==> config.mk <==
export PLATFORM = sky130hd
export DESIGN_NAME = branch_cmp_iter
export DESIGN_NICKNAME = d
export VERILOG_FILES = /design/src/rtl/branch_cmp_iter.sv
export SDC_FILE = /design/constraint.sdc
export NUM_CORES = 1
export LEC_CHECK = 0
export CAP_MARGIN = 40
export CORE_ASPECT_RATIO = 1.5
export CORE_MARGIN = 2
export CORE_UTILIZATION = 45
export DETAILED_ROUTE_END_ITERATION = 16
export GPL_TIMING_DRIVEN = 1
export MAX_ROUTING_LAYER = met4
export PLACE_DENSITY = 0.84
export SETUP_SLACK_MARGIN = 0.05
export SLEW_MARGIN = 0
export SYNTH_ARGS = -nofsm -noshare
export SYNTH_HDL_FRONTEND = slang
export SYNTH_SLANG_ARGS = --single-unit
==> constraint.sdc <==
create_clock -name clk -period 3.1 [get_ports clk]
set_input_delay 0.31 -clock clk [delete_from_list [all_inputs] [get_ports clk]]
set_output_delay 0.31 -clock clk [all_outputs]
set_load 0.02 [all_outputs]
==> src/rtl/branch_cmp_iter.sv <==
// Iterative branch comparator: walks the operands CHUNK bits per cycle from the MSB
// chunk down and stops at the first differing chunk, then holds the result until consumed.
module branch_cmp_iter #(
  parameter int WIDTH = 32,
  parameter int CHUNK = 8
) (
  input  logic             clk,
  input  logic             rst,
  input  logic             in_valid,
  output logic             in_ready,
  input  logic [WIDTH-1:0] a,
  input  logic [WIDTH-1:0] b,
  input  logic [2:0]       funct3,
  input  logic             flush,
  output logic             out_valid,
  input  logic             out_ready,
  output logic             taken,
  output logic             eq,
  output logic             lt,
  output logic             ltu,
  output logic             illegal
);
  localparam int NCH = WIDTH / CHUNK;
  localparam int KW  = (NCH > 1) ? $clog2(NCH) : 1;

  typedef enum logic [1:0] {S_IDLE, S_BUSY, S_DONE} state_t;

  state_t           r_state, w_next;
  logic [WIDTH-1:0] r_a, r_b;
  logic [2:0]       r_f3;
  logic [KW-1:0]    r_k;
  logic             r_taken, r_eq, r_lt, r_ltu, r_ill;

  logic [CHUNK-1:0] w_ca, w_cb, w_msk, w_sa, w_sb;
  logic             w_top, w_last, w_diff, w_lt, w_ltu, w_fin, w_accept;
  logic             w_eq_n, w_lt_n, w_ltu_n, w_take, w_ill;

  assign w_ca   = r_a[int'(r_k)*CHUNK +: CHUNK];
  assign w_cb   = r_b[int'(r_k)*CHUNK +: CHUNK];
  assign w_top  = (r_k == KW'(NCH-1));
  assign w_last = (r_k == '0);
  // Inverting the sign bit turns two's-complement order into plain magnitude order.
  assign w_msk  = w_top ? (CHUNK'(1) << (CHUNK-1)) : '0;
  assign w_sa   = w_ca ^ w_msk;
  assign w_sb   = w_cb ^ w_msk;
  assign w_diff = (w_ca != w_cb);
  assign w_lt   = (w_sa < w_sb);
  assign w_ltu  = (w_ca < w_cb);
  assign w_fin  = w_diff | w_last;

  assign w_accept = in_valid & in_ready & ~flush;

  assign w_eq_n  = ~w_diff;
  assign w_lt_n  = w_diff & w_lt;
  assign w_ltu_n = w_diff & w_ltu;
  assign w_ill   = (r_f3[2:1] == 2'b01);

  always_comb begin
    w_take = 1'b0;
    case (r_f3)
      3'b000:  w_take = w_eq_n;
      3'b001:  w_take = ~w_eq_n;
      3'b100:  w_take = w_lt_n;
      3'b101:  w_take = ~w_lt_n;
      3'b110:  w_take = w_ltu_n;
      3'b111:  w_take = ~w_ltu_n;
      default: w_take = 1'b0;
    endcase
  end

  always_ff @(posedge clk) begin
    if (rst) r_state <= S_IDLE;
    else     r_state <= w_next;
  end

  always_comb begin
    w_next = r_state;
    if (flush) w_next = S_IDLE;
    else begin
      case (r_state)
        S_IDLE:  if (in_valid)  w_next = S_BUSY;
        S_BUSY:  if (w_fin)     w_next = S_DONE;
        S_DONE:  if (out_ready) w_next = S_IDLE;
        default: w_next = S_IDLE;
      endcase
    end
  end

  always_comb begin
    in_ready  = (r_state == S_IDLE);
    out_valid = (r_state == S_DONE);
  end

  always_ff @(posedge clk) begin
    if (rst) begin
      r_a     <= '0;
      r_b     <= '0;
      r_f3    <= '0;
      r_k     <= KW'(NCH-1);
      r_taken <= 1'b0;
      r_eq    <= 1'b0;
      r_lt    <= 1'b0;
      r_ltu   <= 1'b0;
      r_ill   <= 1'b0;
    end else if (w_accept) begin
      r_a  <= a;
      r_b  <= b;
      r_f3 <= funct3;
      r_k  <= KW'(NCH-1);
    end else if (r_state == S_BUSY && !flush) begin
      if (w_fin) begin
        r_taken <= w_take & ~w_ill;
        r_eq    <= w_eq_n;
        r_lt    <= w_lt_n;
        r_ltu   <= w_ltu_n;
        r_ill   <= w_ill;
      end else begin
        r_k <= r_k - KW'(1);
      end
    end
  end

  assign taken   = r_taken;
  assign eq      = r_eq;
  assign lt      = r_lt;
  assign ltu     = r_ltu;
  assign illegal = r_ill;
endmodule

==> results.md <==
- Setup repair after global routing left no endpoint under its margin.
- In this run the most used layer during global routing was met2.
- Entering global routing, the biggest net connects 68 pins.
- After detailed routing, the number of remaining DRC violations is 0.
- Clock tree synthesis inserted a total of 9 buffers.
- The worst relative slew slack is 57.72%.
- The category of the worst setup path capture point is a flip-flop.
- The number of nets still failing antenna checks after routing is 0.
- Sorting the synthesized cells by area gives the leading types as dfxtp_1, nand2_1, a21oi_1, mux4_2, ha_1.
- The total area inside the core boundary comes to 7515 µm².
- The number of buffers inserted to repair setup after CTS is 0.
- In this run the cell area of the synthesized design comes to 3438 µm².
- Power spread over the standard cell area amounts to 547.1 nW/µm².
- The tool flagged a number of max-cap violations equal to 0.
- The worst hold path was traced through 2 stages.
- From bottom edge to top edge, the die measures 111.1 µm.
- For this design, the sink count on the clock tree is 76.
- The first global-routing pass estimated 14010 µm of wire.
- The number of warnings reported in the yosys synthesis log is 0.
- In the final layout, flip-flops and latches occupy 1521 µm².
- The sequential area share after synthesis is 44.25%.
- The number of gates resized after cts is 0.
- A synthesized cell averages 8.386 µm².
- The die width is 75.37 µm.
- In the global route stage, met3 resource usage came out at 4.818%.
- After layout, the worst path uses 89.02% of the clock period.
- Synthesis produced 410 cells.
- The finished layout holds 586 standard cells, fillers aside.
- The count of buffers added on input and output ports is 78.
- Once placement completed, the tool counted placed cells totaling 571.
- The leading area contributor after synthesis is dfxtp_1.
- The detailed placement HPWL is 6234 µm.
- For this design the static power due to leakage is 1.714 nW.
- The top cell types in the final layout, fill and taps aside, are nand2_1, clkdlybuf4s50_1, dfxtp_1.
- In this run the worst hold path is classified as flip-flop to flip-flop.
- The via count of the first global-routing pass came to 3076.
- The wire length per cell is 14.60 µm.
- The synthesized netlist contains 33 unique library cells.
- The number of diodes is 0.
- The number of hold-slack violations in the final timing report is 0.
- The overall routing resource usage is 22.56%.
- The final period demand of the worst path is 2760 ps.
- The final layout contains routed wiring with a total length of 8558 µm.
- The share of flip-flops with an asynchronous set or reset is 0%.
- Across the VDD grid, the largest voltage drop is 0.3548 mV.
- The dominant synthesized flop cell is dfxtp_1.
- The met1 track demand over resource in global routing is 24.40%.
- The area of the die is 8370 µm².
- The effective utilization at floorplan is 45.75%.
- The clock root buffer master is clkbuf_16.
- The H-tree generated during clock tree synthesis spans 3 levels.
- The post-CTS clock slew at the launch and capture registers of the worst setup and hold paths is 60 ps.
- The endpoint required time on the critical path is 3320 ps.
- The initial antenna violation count came to 0.
- The final weighted congestion in routability-driven placement is 1.008.
- The longest clock path from root to sink contains 2 buffers.
- The clock reaches the later pin of the worst-skew pair after 330 ps.
- The detailed router finished its first iteration with 213 violations.
- The number of cells on the worst reg-to-reg path is 9.
- Data arrives at the worst endpoint at 2980 ps.
- The first-pass detailed-route iteration total is 5.
- The via count normalized by instance count is 5.369.
- The count of endpoints failing setup in the final report is 0.
- After routing, the total negative slack on setup checks comes to 0 ps.
- The run finished with clean final reports.
- The number of placed I/O pins is 79.
- The CTS tree is yes.
- The hold buffer count at cts is 0.
- The count of flip-flops with a built-in enable after synthesis is 0.
- After filler insertion, the fill cell instance count of the layout stands at 643.
- The worst clock skew on the final layout is 4.634 ps.
- The fmax is 362.4 MHz.
- The largest driver fanout on the critical path is 11.
- The flop and latch count out of synthesis is 76.
- For the pin with the worst max-slew slack, the measured transition is 634.2 ps.
- Synthesis produced a netlist with a net count of 493.
- The row count is 39.
- Hold timing on the final database bottoms out at a slack of 454.5 ps.
- The post-route netlist has 8.884% of its cells at a drive strength greater than 1.
- The fraction of met2 tracks used by global routing is 37.22%.
- The startpoint-to-endpoint class of the critical path is flip-flop to flip-flop.
- The type of element launching the critical path is a flip-flop.
- Detailed routing inserted a total of 3146 vias.
- The synthesis-to-layout area growth is 34.42%.
- After the last flow step, the layout net total stands at 563.
- In the final layout, the multi-input gates occupy 1770 µm².
- The final number of max-transition violations is 0.
- The aggregate global routing overflow is 0.
- The area fraction of the dominant cell type after synthesis is 44.25%.
- The library cell used most frequently in the layout, excluding fill and tap cells, is nand2_1.
[report_power, final]
group / total, mW / switching [mW] / internal (mW)
Sequential: 1.06 / 0.0322 / 1.02
Clock: 1.13 / 0.384 / 0.742
Combinational: 0.346 / 0.168 / 0.179
[worst max-delay path, stage by stage, from the launching register on]
cell,delay (ps)
dfxtp_1,350
buf_4,240
mux4_2,520
ha_1,380
nand4_1,180
o31ai_2,470
a21o_1,230
nor3b_1,70
mux2i_1,120
o21ai_1,80
[cells by family after synthesis]
family	synth area share, %
buf+inv	4.513
flops	44.25
simple gates	21.32
xor+xnor	0.7643
compound gates	14.08
fa+ha+maj	4.003
mux	11.06
[cells in the mapped netlist (6+ instances only)]
library cell  number
nor3_1             6
a21oi_1           75
inv_1             13
dfxtp_1           76
clkbuf_1          19
nor2_1             6
ha_1              11
mux4_2            16
nand2_1          141
[area by class of cell]
cell class                 count  share of cell area, %
clock buffer                  11                  5.468
clock inverter                 4                  1.570
inverter                      13                  1.056
multi-input combinational    295                  38.31
sequential                    76                  32.92
tap                          102                  2.761
timing repair buffer          85                  17.92
[stage by stage]
step	utilization, %	power (mW)	area, µm²	setup WS [ps]
finish	61.51	2.529	4622	340.3
global route	61.51	2.622	4622	178.4
CTS	61.51	2.533	4622	373.2
detailed placement	57.18	1.417	4297	376.8
global placement	57.18	1.402	4297	514.6
floorplan	-	1.264	3438	288.0
[registers in the layout, indices dropped and copies added, names as in the netlist]
signal,cells
ltu,1
illegal,1
taken,1
r_state,2
lt,1
r_a,32
r_b,32
r_k,2
eq,1
r_f3,3
[metal layers]
metal	wire, µm	vias up
li1	-	1536
met4	415	0
met5	0	-
met3	463	44
met1	3116	1449
met2	4562	117
[final timing paths]
kind / end / start / slack, ps
worst max-delay path: taken / r_k[0] / 340
worst min-delay path: r_a[17] / r_a[17] / 450
worst max register to register: taken / r_k[0] / 340
worst min register to register: r_a[17] / r_a[17] / 450
No activity file was read; power rests on OpenSTA's default activity.
